==> src/rtl/prio_arbiter4_if.sv <==
// Request/grant bundle between the four requesters and the arbiter.
// The arbiter uses the slave modport; the requester side uses master.
interface prio_arbiter4_if;
    logic [3:0] req;
    logic [3:0] gnt;
    logic [1:0] gnt_id;
    logic       gnt_valid;
    logic       preempt;

    modport master (output req, input gnt, gnt_id, gnt_valid, preempt);
    modport slave  (input req, output gnt, gnt_id, gnt_valid, preempt);
endinterface

==> src/rtl/prio_arbiter4.sv <==
// Registered 4-requester arbiter with grant lock, hold limit and forced release.
// Define PRIO_ARB_ROUND_ROBIN_EN for rotating priority; otherwise fixed 3 > 2 > 1 > 0.
module prio_arbiter4 #(
    parameter int MAX_HOLD = 8,
    parameter int CNT_W    = 8
) (
    input  logic            clk,
    input  logic            rst,
    prio_arbiter4_if.slave  bus
);
    typedef enum logic {IDLE, GRANT} state_t;

    localparam logic [CNT_W-1:0] CNT_MAX = '1;
    localparam logic [CNT_W-1:0] LIMIT   = (MAX_HOLD == 0) ? '0 : CNT_W'(MAX_HOLD - 1);

    state_t           state, state_nxt;
    logic [3:0]       gnt_q, gnt_nxt;
    logic [1:0]       id_q, id_nxt;
    logic             vld_q;
    logic             pre_q, pre_nxt;
    logic [CNT_W-1:0] cnt, cnt_nxt;
    logic [1:0]       lo;
    logic [1:0]       idx;
    logic [1:0]       win_id;
    logic             win_hit;
    logic             own_req;
    logic             others;
    logic             limit_hit;

`ifdef PRIO_ARB_ROUND_ROBIN_EN
    // lo marks the lowest-priority index; it follows the most recent winner.
    always_ff @(posedge clk or posedge rst) begin
        if (rst)
            lo <= 2'd0;
        else if (state == IDLE && win_hit)
            lo <= win_id;
    end
`else
    assign lo = 2'd0;
`endif

    // Search lo-1, lo-2, lo-3, lo; with lo=0 this is the plain encoder order.
    always_comb begin
        win_id  = 2'd0;
        win_hit = 1'b0;
        idx     = 2'd0;
        for (int k = 1; k <= 4; k++) begin
            idx = lo - 2'(k);
            if (!win_hit && bus.req[idx]) begin
                win_id  = idx;
                win_hit = 1'b1;
            end
        end
    end

    assign own_req   = bus.req[id_q];
    assign others    = |(bus.req & ~gnt_q);
    // >= rather than == so a saturated counter still preempts once a rival shows up.
    assign limit_hit = (MAX_HOLD != 0) && (cnt >= LIMIT);

    always_comb begin
        state_nxt = state;
        gnt_nxt   = gnt_q;
        id_nxt    = id_q;
        pre_nxt   = 1'b0;
        cnt_nxt   = cnt;
        case (state)
            IDLE: begin
                gnt_nxt = 4'b0000;
                id_nxt  = 2'd0;
                if (win_hit) begin
                    state_nxt = GRANT;
                    gnt_nxt   = 4'b0001 << win_id;
                    id_nxt    = win_id;
                    cnt_nxt   = '0;
                end
            end
            GRANT: begin
                if (!own_req) begin
                    state_nxt = IDLE;
                    gnt_nxt   = 4'b0000;
                    id_nxt    = 2'd0;
                end else if (limit_hit && others) begin
                    state_nxt = IDLE;
                    gnt_nxt   = 4'b0000;
                    id_nxt    = 2'd0;
                    pre_nxt   = 1'b1;
                end else if (cnt != CNT_MAX) begin
                    cnt_nxt = cnt + 1'b1;
                end
            end
            default: state_nxt = IDLE;
        endcase
    end

    always_ff @(posedge clk or posedge rst) begin
        if (rst) begin
            state <= IDLE;
            gnt_q <= 4'b0000;
            id_q  <= 2'd0;
            vld_q <= 1'b0;
            pre_q <= 1'b0;
            cnt   <= '0;
        end else begin
            state <= state_nxt;
            gnt_q <= gnt_nxt;
            id_q  <= id_nxt;
            vld_q <= |gnt_nxt;
            pre_q <= pre_nxt;
            cnt   <= cnt_nxt;
        end
    end

    assign bus.gnt       = gnt_q;
    assign bus.gnt_id    = id_q;
    assign bus.gnt_valid = vld_q;
    assign bus.preempt   = pre_q;
endmodule

==> src/flat_wrapper.sv <==
// flat-port wrapper written by rule: the top's interface ports become plain ports
module prio_arbiter4_flat 
#(
    parameter int MAX_HOLD = 8,
    parameter int CNT_W    = 8
)
  (clk, rst, bus_req, bus_gnt, bus_gnt_id, bus_gnt_valid, bus_preempt);
  prio_arbiter4_if bus_i ();
  input  logic clk;
  input  logic rst;
  input wire logic [$bits(bus_i.req)-1:0] bus_req;
  output wire logic [$bits(bus_i.gnt)-1:0] bus_gnt;
  output wire logic [$bits(bus_i.gnt_id)-1:0] bus_gnt_id;
  output wire logic [$bits(bus_i.gnt_valid)-1:0] bus_gnt_valid;
  output wire logic [$bits(bus_i.preempt)-1:0] bus_preempt;
  assign bus_i.req = bus_req;
  assign bus_gnt = bus_i.gnt;
  assign bus_gnt_id = bus_i.gnt_id;
  assign bus_gnt_valid = bus_i.gnt_valid;
  assign bus_preempt = bus_i.preempt;
  prio_arbiter4 #(.MAX_HOLD(MAX_HOLD), .CNT_W(CNT_W)) u_core (.clk(clk), .rst(rst), .bus(bus_i));
endmodule
==> config.mk <==
export PLATFORM = sky130hd
export DESIGN_NAME = prio_arbiter4_flat
export DESIGN_NICKNAME = d
export VERILOG_FILES = /design/src/rtl/prio_arbiter4_if.sv /design/src/rtl/prio_arbiter4.sv /design/src/flat_wrapper.sv
export SDC_FILE = /design/constraint.sdc
export NUM_CORES = 1
export LEC_CHECK = 0
export ABC_AREA = 1
export BUFFER_PORTS_ARGS = -buffer_cell sky130_fd_sc_hd__clkbuf_2
export CORE_ASPECT_RATIO = 0.8
export CORE_MARGIN = 2
export CORE_UTILIZATION = 58
export CTS_BUF_LIST = sky130_fd_sc_hd__clkbuf_8
export DETAILED_ROUTE_END_ITERATION = 6
export PLACE_DENSITY = 0.83
export SLEW_MARGIN = 40
export SYNTH_ARGS = -nofsm -noshare
export SYNTH_HDL_FRONTEND = slang
export SYNTH_SLANG_ARGS = --single-unit
export TNS_END_PERCENT = 20
==> constraint.sdc <==
create_clock -name clk -period 1.8 [get_ports clk]
set_clock_uncertainty 0.15 [all_clocks]
set_input_delay 0.18 -clock clk [delete_from_list [all_inputs] [get_ports clk]]
set_output_delay 0.18 -clock clk [all_outputs]
set_load 0.02 [all_outputs]
# == Word-level counts from Yosys, hierarchy flattened ==
# Index checks and enable logic that the tools add are counted.
# word_totals
ram_bits,0
word_cells,59
memories,0
in_bits,6
latch_bits,0
mem_bits_ro,0
reg_bits,17
# op_classes
n_div,0
n_reduce_logical,10
add_sub_neg,1
n_eq_ne,6
n_lt_le_gt_ge,2
bitwise_logic,3
mux,30
n_mul,0
shift,1
# op_table
operator,count
$mux 8,4
$pmux 8 s2,1
$mux 2,7
$mux 4,3
$mux 1,11
$add 8x1->8 const B,1
$ge 8x3->1 const B,1
$ne 8x8->1 const B,1
$pmux 4 s2,1
$reduce_or 4->1,2
$ne 2x2->1 const B,3
$and 4x4->4,1
$logic_and 1x1->1,4
$not 4->4,1
$pmux 2 s2,1
$reduce_and 4->1,1
$shl 1x2->4 const A,1
$logic_not 1->1,3
$lt 2x3->1 const B,1
$ne 3x3->1 const B,1
$bmux 1 s2,1
$ne 2x1->1 const B,1
$pmux 1 s2,1
$not 1->1,1

# == Depth between registers and ports, before layout ==
# Gate-level depths: netlist of the first run.
# depth
ltp_word,14
depth_mapped,11
depth_no_buf,11

# == Least setup slack after synthesis of the first run ==
# OpenSTA, ideal clock, no wires.
# synth_timing
path_type,register to register
startpoint,register u_core.cnt[0]
endpoint,register u_core.cnt[6]
synth_period_minus_slack_ps,1585
path_slack_ps,215
required_ps,1533
t_arrival_ps,1319
path_stages_with_launch,12
path_cell_list,dfrtp_1 ha_1 nand2_1 nand2_1 inv_1 nand2_1 nand2_2 nand2_4 nand2_8 nand2_4 nand2_1 nand2_1
# synth_via
elab_chain_cells,5
word_cells_on_any_way,11
# synth_lines
element,line,rtl
start: declaration,prio_arbiter4.sv:21,"logic [CNT_W-1:0] cnt, cnt_nxt;"
start signal: assignment,prio_arbiter4.sv:110,cnt <= cnt_nxt;
$add 8x1->8,prio_arbiter4.sv:89,cnt_nxt = cnt + 1'b1;
$mux 8,prio_arbiter4.sv:88,end else if (cnt != CNT_MAX) begin
$mux 8,prio_arbiter4.sv:83,end else if (limit_hit && others) begin
$mux 8,prio_arbiter4.sv:79,if (!own_req) begin
$pmux 8 s2,prio_arbiter4.sv:67,case (state)
# Parallel ways exist; a longest one is shown, timed or not. The select of a mux whose other input is x is not followed.
# A chain may end at the register's enable or synchronous reset.

# == Worst setup path after layout of the first run ==
# layout_timing
startpoint,register u_core.cnt[0]
endpoint,register u_core.cnt[0]
# Same word-level chain as after synthesis.

==> summary.txt, run 1 <==
Status
  – Run status: completed

Min path
  – Hold Crit Class: in -> reg

Setup path
  – Crit path kind: reg -> reg
  – WP data required: 1.79 ns
  – Worst r2r src: u_core.cnt[0]$_DFFE_PP0P_
  – Crit end category: register
  – R2R cell count: 11
  – Worst path slowest cell: dfrtp_1
  – Slowest cell delay on critical path: 0.39 ns
  – Critical Path AT: 1.68 ns
  – R2r endpoint: u_core.cnt[0]$_DFFE_PP0P_
  – Cell mode on critical path: nand2_1
  – R2r setup slk: 0.11 ns
  – Crit path launch: u_core.cnt[0]$_DFFE_PP0P_
  – Crit path cell chain: ha_1 -> nand2_1 -> nand2_1 -> inv_1 -> nand2_1 -> nand2_4 -> nand2_4 -> nand2_8 -> nand2_4 -> nand2_1 -> nand2_1
  – CP Max Fanout: 9
  – Worst Setup EP: u_core.cnt[0]$_DFFE_PP0P_
  – Worst setup SP type: register

Final layout
  – Register area: 425 sq um
  – Most common cell after layout, fill and taps aside: nand2_1
  – Area Growth Syn to Fin: 16.4%
  – Multi-input logic area: 534 sq um
  – Share of layout cells above drive strength 1: 21.2%
  – Most frequent cells in the layout: nand2_1, nand3_1, dfrtp_1
  – Fillers: 132
  – Final #Nets: 164
  – Ant. Diodes: 0

Logic synthesis
  – Synth warnings: 0
  – Flop and latch count out of synthesis: 17
  – Netlist cell types: 23
  – Post-synth ARST share: between 90% and 100%
  – Post-Syn Area: slightly above 1000 sq um
  – Post-Syn Instances: 137
  – Seq/Total Area, Yosys: a little over two fifths
  – Syn Area/Cell: 7.46 sq um
  – Syn nets: 144
  – EDFF count, synth: 0
  – Synth Flop Type: dfrtp_1

Clocking
  – CTS Sinks: 17
  – Clk pin slew, worst setup/hold paths: approximately 0.07 ns
  – Clock tree buffer depth: 2
  – Root Buffer: clkbuf_8
  – CTS Buf Count: 3
  – Clock Latency Late Sink: approximately 0.26 ns
  – CTS H-tree lvls: 1
  – CTS tree: done

Floorplan
  – Die ar.: approximately 2100 sq um
  – Die Height: 41.6 um
  – Num ports: 14
  – Die Wd: 50.9 um
  – Starting Density: 62.2%
  – Area of the core: 1640 sq um
  – Cell Rows: 13

Power and ir drop
  – Pwr dens: around 1400 nW/um^2
  – Lkg Pwr: 0.653 nW
  – Max VDD drop: ~920 uV

Routing
  – Final wirelength: around 2.2 mm
  – First-iteration detailed-routing DRC count: 40
  – Vias per inst: around 5.2
  – Wire per inst: 12.6 um
  – Via count of the routed design: 934
  – Post-route ant nets: 0
  – First drt pass iteration count: 5
  – Residual DRC: 0

STA
  – Final setup vio count: 0
  – Final hold violation count: 0
  – Hold slack final: 0.0820 ns
  – Final min period: 1.69 ns
  – Max Freq: 593 MHz
  – Setup TNS: 0 ns
  – Slew @ Worst Pin: 0.637 ns
  – Slew HR: 57.5%
  – Pins Over Slew Limit: 0
  – Unrepaired setup endpoints after global routing: false
  – Final worst setup slack: 0.115 ns
  – Final period util: 93.6%

Global routing
  – Tot GR Track Use: 25.2%
  – Remaining Overflow, GRT: 0
  – Antenna violations before repair: 0
  – First-pass GRT wire length: 3.93 mm
  – Vias in the first global route: about 850
  – Largest net degree at the start of global routing: 18

Placed design
  – GP Congestion: approximately 0.86
  – Placement Setup Slack: 0.120 ns
  – Post-DP HPWL: 1.65 mm
  – Port-buffer cells: 13

Job
  – Max-cap viol count: 0
[flip-flops by register name, summed over array words and instances, names as in the netlist]
| signal | count |
|---|---|
| u_core.cnt | 8 |
| u_core.bus.gnt | 4 |
| u_core.bus.gnt_id | 2 |
| u_core.bus.gnt_valid | 1 |
| u_core.bus.preempt | 1 |
| u_core.state | 1 |
[power by group]
group | internal (mW) | total, mW | switching (mW)
logic | 0.236 | 0.757 | 0.521
registers | 0.483 | 0.575 | 0.0922
clock network | 0.156 | 0.296 | 0.140
[routing by layer]
layer	vias up	global-route usage (%)	part of all wire, %
met5	-	0	0
li1	471	-	-
met3	2	7.55	9.0
met1	417	37.3	45
met4	0	4.86	0.62
met2	44	36.9	46
[logic make-up (layout without fill, tap and decap cells)]
family / count (synthesis) / after routing / synth area share (%)
AO/OA/AOI/OAI: 5 / 5 / 3.67
XOR/XNOR: 2 / 2 / 1.71
flip-flops: 17 / 17 / 41.6
AND/OR/NAND/NOR: 94 / 94 / 45.2
adder cells (fa/ha/maj): 1 / 1 / 1.22
buffers and inverters: 18 / 37 / 6.61
[cell type report]
type / count / share of cell area, %
multi-input cells: 102 / 44.9
flip-flops and latches: 17 / 35.8
repair buffers: 16 / 7.57
inverters: 17 / 5.36
clock buffers: 3 / 3.47
well taps: 22 / 2.31
clock inverters: 1 / 0.631
[through the flow]
step | cells | power [mW] | util (%) | instance area [sq um]
floorplan | 137 | 1.12 | - | 1020
global placement | 173 | 1.29 | 68.5 | 1130
detailed placement | 173 | 1.32 | 68.5 | 1130
CTS | 178 | 1.62 | 72.1 | 1180
global route | 178 | 1.73 | 72.4 | 1190
finish | 178 | 1.63 | 72.4 | 1190
[critical path: cells and delay by family, from the launching register on]
family | cells | cell delay [ns]
fa+ha+maj | 1 | 0.23
buf+inv | 1 | 0.04
flops | 1 | 0.39
simple gates | 9 | 0.77
[repair_timing]
action / CTS / global route
hold buffers: 1 / 0
endpoints found under the setup margin: 0 / 5
resized for setup: 0 / 1
buffers inserted: 0 / 0
endpoints found under the hold margin: 17 / 0
[synth_stat cells, types with 2 or more instances]
master,instances,share of area (%)
nor3_1,3,1.5
nand2_1,45,17
nand2_2,3,1.8
nor2_1,13,4.8
nand3_1,17,8.3
nor2_2,2,1.2
nand2_4,3,3.3
dfrtp_1,17,42
nand4_1,3,1.8
inv_1,16,5.9
a21oi_1,2,0.98
nor2_4,2,2.2
[worst min-delay path by stage]
stage          depth (start not counted)                           to  startpoint
4_1_cts                                3  u_core.bus.gnt[2]$_DFF_PP0_  bus_req[2]
6_report                               3  u_core.bus.gnt[2]$_DFF_PP0_  bus_req[2]
3_5_place_dp                           2  u_core.bus.gnt[1]$_DFF_PP0_         rst
3_3_place_gp                           2  u_core.bus.gnt[0]$_DFF_PP0_         rst
2_1_floorplan                          1  u_core.bus.gnt[0]$_DFF_PP0_         rst
5_1_grt                                3  u_core.bus.gnt[1]$_DFF_PP0_  bus_req[1]
No activity file was read; power rests on OpenSTA's default activity.
==> run 2: changes to the inputs <==
- CORE_UTILIZATION: 58 -> 35
- PLACE_DENSITY: 0.83 -> 0.56
==> run 2 against run 1 <==
Cell area increased by 1.7%. Critical path depth stayed put. Wire length is 1.6% lower. Largest cell class unchanged.
==> summary.txt, run 2 (same netlist as run 1, synthesis figures left out) <==
Clocking
  – Root Buffer: clkbuf_8
  – CTS Sinks: 17 (unchanged)
  – CTS H-tree lvls: 1 (unchanged)
  – Clock tree buffer depth: 2 (unchanged)
  – Clk pin slew, worst setup/hold paths: 0.07 ns (about the same)
  – CTS Buf Count: 3 (unchanged)
  – Post-CTS Setup Inserts: 0 (unchanged)
  – CTS tree: done
  – Clock Latency Late Sink: 0.26 ns (about the same)

Floorplan
  – Die Wd: 64.4 um (+26%)
  – Die Height: 52.3 um (+26%)
  – Num ports: 14 (unchanged)
  – Cell Rows: 17 (+4)
  – Die ar.: 3370 sq um (+59%)
  – Area of the core: 2770 sq um (+68%)
  – Starting Density: 37.0% (-25 points)

Status
  – Run status: completed

STA
  – Unrepaired setup endpoints after global routing: false
  – Slew HR: 55.1% (-2.5 points)
  – Final hold violation count: 0 (unchanged)
  – Final setup vio count: 0 (unchanged)
  – Setup TNS: 0 ns (unchanged)
  – Final min period: 1.67 ns (-0.0151 ns)
  – Final period util: 92.8% (-0.84 points)
  – Hold slack final: 0.0826 ns (+0.000549 ns)
  – Max Freq: 599 MHz (+0.90%)
  – Slew @ Worst Pin: 0.673 ns (+0.0369 ns)
  – Pins Over Slew Limit: 0 (unchanged)

Setup path
  – Crit-path leading delay family: simple AND/OR/NAND/NOR gates
  – Crit path cell chain: ha_1 -> nand2_1 -> nand2_1 -> inv_1 -> nand2_1 -> nand2_4 -> nand2_4 -> nand2_8 -> nand2_4 -> nand2_1 -> nand2_1
  – Worst path slowest cell: dfrtp_1
  – Slowest cell delay on critical path: 0.40 ns (about the same)
  – CP Max Fanout: 9 (unchanged)
  – Worst Path Buf+Inv: 1 (unchanged)
  – Critical Path AT: 1.67 ns (about the same)
  – WP data required: 1.80 ns (about the same)
  – Worst setup SP type: register
  – Crit path kind: reg -> reg
  – Crit end category: register
  – Cell mode on critical path: nand2_1

Routing
  – Vias per inst: 4.66 (-11%)
  – First-iteration detailed-routing DRC count: 32 (-20%)
  – Routed met3 length: 201 um (-0.99%)
  – Residual DRC: 0 (unchanged)
  – Final wirelength: 2.21 mm (-1.6%)
  – Via count of the routed design: 905 (-3.1%)
  – First drt pass iteration count: 4 (-1)
  – Wire per inst: 11.4 um (-9.7%)
  – Post-Route M1 WL: 1.02 mm (+1.7%)
  – Top sig layer: met4
  – Post-route ant nets: 0 (unchanged)
  – Met2 Wirelength: 965 um (-5.9%)

Final layout
  – Most frequent cells in the layout: nand2_1, nand3_1, dfrtp_1
  – Final core utilization: 43.8% (-29 points)
  – Biggest register: u_core.cnt
  – Share of layout cells above drive strength 1: 21.2% (unchanged)
  – Final Non-Filler Cells: 194 (+9.0%)
  – Final #Nets: 164 (unchanged)
  – Largest register FFs: 8 (unchanged)
  – Most common cell after layout, fill and taps aside: nand2_1
  – Ant. Diodes: 0 (unchanged)
  – Area Growth Syn to Fin: 18.4%

Placed design
  – GP Congestion: 0.790 (-8.5%)
  – Port-buffer cells: 13 (unchanged)
  – Post-DP HPWL: 1.71 mm (+3.2%)
  – Placed instance count: 189 (+9.2%)

Power and ir drop
  – Pwr dens: 1330 nW/um^2 (-2.5%)
  – Sw power: 0.738 mW (-2.0%)
  – Combinational share of power: 46.3% (-0.2 points)
  – Lkg Pwr: 0.653 nW (unchanged)
  – Reg power frac: 35.3% (about the same)
  – Max VDD drop: 733 uV (-21%)
  – Pint: 0.876 mW (about the same)
  – Switching Share: 45.7% (-0.52 points)
  – Total power: 1.61 mW (-0.88%)
  – Clk network pwr share: 18.4% (+0.2 points)

Global routing
  – Antenna violations before repair: 0 (unchanged)
  – Vias in the first global route: 801 (-5.9%)
  – Remaining Overflow, GRT: 0 (unchanged)
  – Tot GR Track Use: 14.8% (-10 points)
  – Largest net degree at the start of global routing: 18 (unchanged)
  – First-pass GRT wire length: 3.71 mm (-5.6%)

Job
  – Max-cap viol count: 0 (unchanged)

Min path
  – Hold Crit Class: in -> reg
==> run 2: final timing paths <==
check                           slack [ns]                       from  cells after the start                               end
worst max-delay path                  0.13  u_core.cnt[1]$_DFFE_PP0P_                     11         u_core.cnt[7]$_DFFE_PP0P_
worst min-delay path                  0.08                 bus_req[2]                      3       u_core.bus.gnt[2]$_DFF_PP0_
worst max register to register        0.13  u_core.cnt[1]$_DFFE_PP0P_                     11         u_core.cnt[7]$_DFFE_PP0P_
worst min register to register        0.36  u_core.cnt[1]$_DFFE_PP0P_                      2         u_core.cnt[1]$_DFFE_PP0P_
max in group asynchronous             0.66                        rst                      3  u_core.bus.gnt_id[0]$_DFFE_PP0P_
min in group asynchronous             0.41                        rst                      3       u_core.bus.gnt[3]$_DFF_PP0_
==> run 2: repair_timing <==
item                                    CTS  global route
endpoints found under the hold margin    17             0
resized for setup                         0             1
endpoints found under the setup margin    0             5
hold buffers                              1             0
==> run 2: final cells by class <==
class                   instances  area (sq um)
fillers                       274          1560
multi-input cells             102           534
flip-flops and latches         17           425
repair buffers                 16          90.1
inverters                      17          63.8
well taps                      38          47.5
clock buffers                   3          41.3
clock inverters                 1          7.51
==> run 2: per-stage QoR <==
stage               area, sq um  worst slack [ns]
floorplan                  1020             0.215
global placement           1150             0.149
detailed placement         1150            0.0966
CTS                        1200            0.0844
global route               1210           0.00788
finish                     1210             0.130
==> run 2: power groups by stage <==
stage	combinational, mW	sequential, mW	clock, mW
3_5_place_dp	0.742	0.577	0
5_1_grt	0.824	0.583	0.324
6_report	0.747	0.571	0.297
3_3_place_gp	0.725	0.577	0
4_1_cts	0.748	0.569	0.306
2_1_floorplan	0.478	0.643	0
==> run 2: worst register-to-register path, stage by stage, from the launching register on <==
cell     delay, ns
dfrtp_1       0.40
ha_1          0.22
nand2_1       0.09
nand2_1       0.05
inv_1         0.04
nand2_1       0.07
nand2_4       0.14
nand2_4       0.09
nand2_8       0.10
nand2_4       0.08
nand2_1       0.07
nand2_1       0.05
==> run 2: per-layer routing <==
layer / vias up / global-route usage (%)
met5: - / 0
met2: 38 / 21.4
li1: 471 / -
met3: 2 / 6.24
met4: 0 / 5.32
met1: 394 / 19.8
==> run 3: changes to the inputs <==
- CORE_MARGIN: 2 -> 1
==> run 3 against run 2 <==
Global-route usage is 1.2 points higher. Die area is 6.8% lower. Sequential cell count stayed put. Worst hold slack better by 0.010 ns. Cell count is 0.52% higher. Cell area is 1.8% higher. Critical endpoint is now u_core.cnt[3]$_DFFE_PP0P_. Largest cell class unchanged.
==> summary.txt, run 3 (same netlist as run 1, synthesis figures left out) <==
Routing
  – Via count of the routed design: 936 (+3.4%)
  – Post-route ant nets: 0 (unchanged)
  – Final wirelength: 2.22 mm (about the same)
  – First drt pass iteration count: 4 (unchanged)
  – First-iteration detailed-routing DRC count: 38 (+19%)
  – Residual DRC: 0 (unchanged)
  – Wire per inst: 11.4 um (-0.42%)
  – Vias per inst: 4.80 (+2.9%)

Setup path
  – Critical Path AT: 1.67 ns (about the same)
  – Worst Setup EP: u_core.cnt[3]$_DFFE_PP0P_
  – Crit end category: register
  – WP data required: 1.79 ns (about the same)
  – Worst r2r src: u_core.cnt[0]$_DFFE_PP0P_
  – R2R cell count: 11 (unchanged)
  – CP Max Fanout: 8 (-1)
  – R2r endpoint: u_core.cnt[3]$_DFFE_PP0P_
  – Crit path launch: u_core.cnt[0]$_DFFE_PP0P_
  – R2r setup slk: 0.12 ns (about the same)
  – Worst setup SP type: register
  – Crit path kind: reg -> reg

Power and ir drop
  – Switching Share: 45.9% (+0.20 points)
  – Combinational share of power: 47.6% (+1.3 points)
  – Pint: 0.894 mW (+2.1%)
  – Max VDD drop: 600 uV (-18%)
  – Lkg Pwr: 0.662 nW (+1.4%)
  – Pwr dens: 1340 nW/um^2 (+0.72%)
  – Total power: 1.65 mW (+2.5%)
  – Sw power: 0.760 mW (+2.9%)
  – Clk network pwr share: 16.9% (-1.5 points)
  – Reg power frac: 35.5% (+0.2 points)

Floorplan
  – Num ports: 14 (unchanged)
  – Starting Density: 37.0% (unchanged)
  – Die Wd: 62.4 um (-3.1%)
  – Area of the core: 2770 sq um (unchanged)
  – Cell Rows: 17 (unchanged)
  – Die ar.: 3140 sq um (-6.8%)
  – Die Height: 50.3 um (-3.8%)

STA
  – Final hold violation count: 0 (unchanged)
  – Final worst setup slack: 0.115 ns (-0.0146 ns)
  – Hold slack final: 0.0929 ns (+0.0104 ns)
  – Setup TNS: 0 ns (unchanged)
  – Slew @ Worst Pin: 0.647 ns (-0.0262 ns)
  – Slew HR: 56.8% (+1.7 points)
  – Final period util: 93.6% (+0.81 points)
  – Pins Over Slew Limit: 0 (unchanged)
  – Max Freq: 594 MHz (-0.87%)
  – Final setup vio count: 0 (unchanged)
  – Final min period: 1.68 ns (+0.0146 ns)

Clocking
  – CTS Buf Count: 3 (unchanged)
  – Clk pin slew, worst setup/hold paths: 0.06 ns (about the same)
  – CTS H-tree lvls: 1 (unchanged)
  – Root Buffer: clkbuf_8
  – CTS tree: done
  – CTS Sinks: 17 (unchanged)
  – Clock Latency Late Sink: 0.25 ns (about the same)
  – Clock tree buffer depth: 2 (unchanged)

Global routing
  – Remaining Overflow, GRT: 0 (unchanged)
  – Vias in the first global route: 833 (+4.0%)
  – Largest net degree at the start of global routing: 18 (unchanged)
  – First-pass GRT wire length: 3.82 mm (+3.2%)
  – Tot GR Track Use: 16.0% (+1.2 points)
  – Antenna violations before repair: 0 (unchanged)

Job
  – Max-cap viol count: 0 (unchanged)

Final layout
  – Final core utilization: 44.5% (+0.77 points)
  – Share of layout cells above drive strength 1: 22.9% (+1.8 points)
  – Area Growth Syn to Fin: 20.4%
  – Most common cell after layout, fill and taps aside: nand2_1
  – Largest register FFs: 8 (unchanged)
  – Final #Nets: 165 (+0.61%)
  – Most frequent cells in the layout: nand2_1, nand3_1, inv_1, dfrtp_1
  – Biggest register: u_core.cnt
  – Ant. Diodes: 0 (unchanged)
  – Fillers: 287 (+4.7%)

Min path
  – Hold Crit Class: in -> reg

Placed design
  – Post-DP HPWL: 1.63 mm (-4.3%)
  – Placement Setup Slack: 0.0454 ns (-0.0511 ns)
  – Port-buffer cells: 13 (unchanged)
  – GP Congestion: 0.790 (unchanged)

Status
  – Run status: completed
-- run 3: cell types whose count changed in the layout (fill, tap and decap cells not counted) --
cell / change
clkinvlp_4: -1
ha_2: +1
dfrtp_1: -1
ha_1: -1
clkinv_2: +1
nand2_8: +1
dfrtp_2: +1
-- run 3: worst min-delay path by stage --
stage                from                     endpoint  slack, ns  cells past startpoint
6_report       bus_req[2]  u_core.bus.gnt[2]$_DFF_PP0_       0.09                      3
5_1_grt        bus_req[3]  u_core.bus.gnt[3]$_DFF_PP0_       0.11                      3
4_1_cts        bus_req[2]  u_core.bus.gnt[2]$_DFF_PP0_       0.08                      3
3_5_place_dp          rst  u_core.bus.gnt[2]$_DFF_PP0_       0.14                      2
3_3_place_gp          rst  u_core.bus.gnt[2]$_DFF_PP0_       0.13                      2
2_1_floorplan         rst  u_core.bus.gnt[0]$_DFF_PP0_      -0.04                      1
-- run 3: layer usage --
metal | track usage, % | up-vias | part of all wire [%]
met5 | 0 | - | 0
met4 | 4.65 | 0 | 0.72
met3 | 5.00 | 2 | 4.9
met2 | 23.7 | 14 | 46
met1 | 22.2 | 445 | 49
li1 | - | 475 | -
-- run 3: what timing repair did --
action | 4_1_cts | 5_1_grt
hold endpoints to repair | 17 | 0
buffers inserted | 0 | 1
gates resized for setup | 0 | 4
hold buffers | 1 | 0
endpoints found under the setup margin | 0 | 9
-- run 3: metrics by stage --
| step | instance area [sq um] | std cells |
|---|---|---|
| 2_1_floorplan | 1020 | 137 |
| 3_3_place_gp | 1140 | 188 |
| 3_5_place_dp | 1140 | 188 |
| 4_1_cts | 1190 | 193 |
| 5_1_grt | 1230 | 195 |
| 6_report | 1230 | 195 |
-- run 3: cell type report --
type | instances | area, sq um | area share [%]
clock buffer | 3 | 41.3 | 3.35
multi-input combinational | 103 | 557 | 45.2
inverter | 17 | 63.8 | 5.18
timing repair buffer | 16 | 90.1 | 7.32
tap | 38 | 47.5 | 3.86
clock inverter | 1 | 5.00 | 0.407
sequential | 17 | 427 | 34.7
-- run 3: worst max-delay path, cell delays in order (launching register included) --
cell	delay, ns
dfrtp_2	0.43
ha_2	0.20
nand2_1	0.08
nand2_1	0.06
inv_1	0.06
nand2_1	0.08
nand2_4	0.14
nand2_8	0.09
nand2_8	0.09
nand2_4	0.08
nand2_1	0.06
nand2_1	0.06
-- run 3: power groups by stage --
stage / Sequential (mW) / Clock [mW] / Combinational [mW]
2_1_floorplan: 0.643 / 0 / 0.478
4_1_cts: 0.584 / 0.289 / 0.713
3_5_place_dp: 0.590 / 0 / 0.708
6_report: 0.587 / 0.280 / 0.787
3_3_place_gp: 0.587 / 0 / 0.699
5_1_grt: 0.604 / 0.315 / 0.885
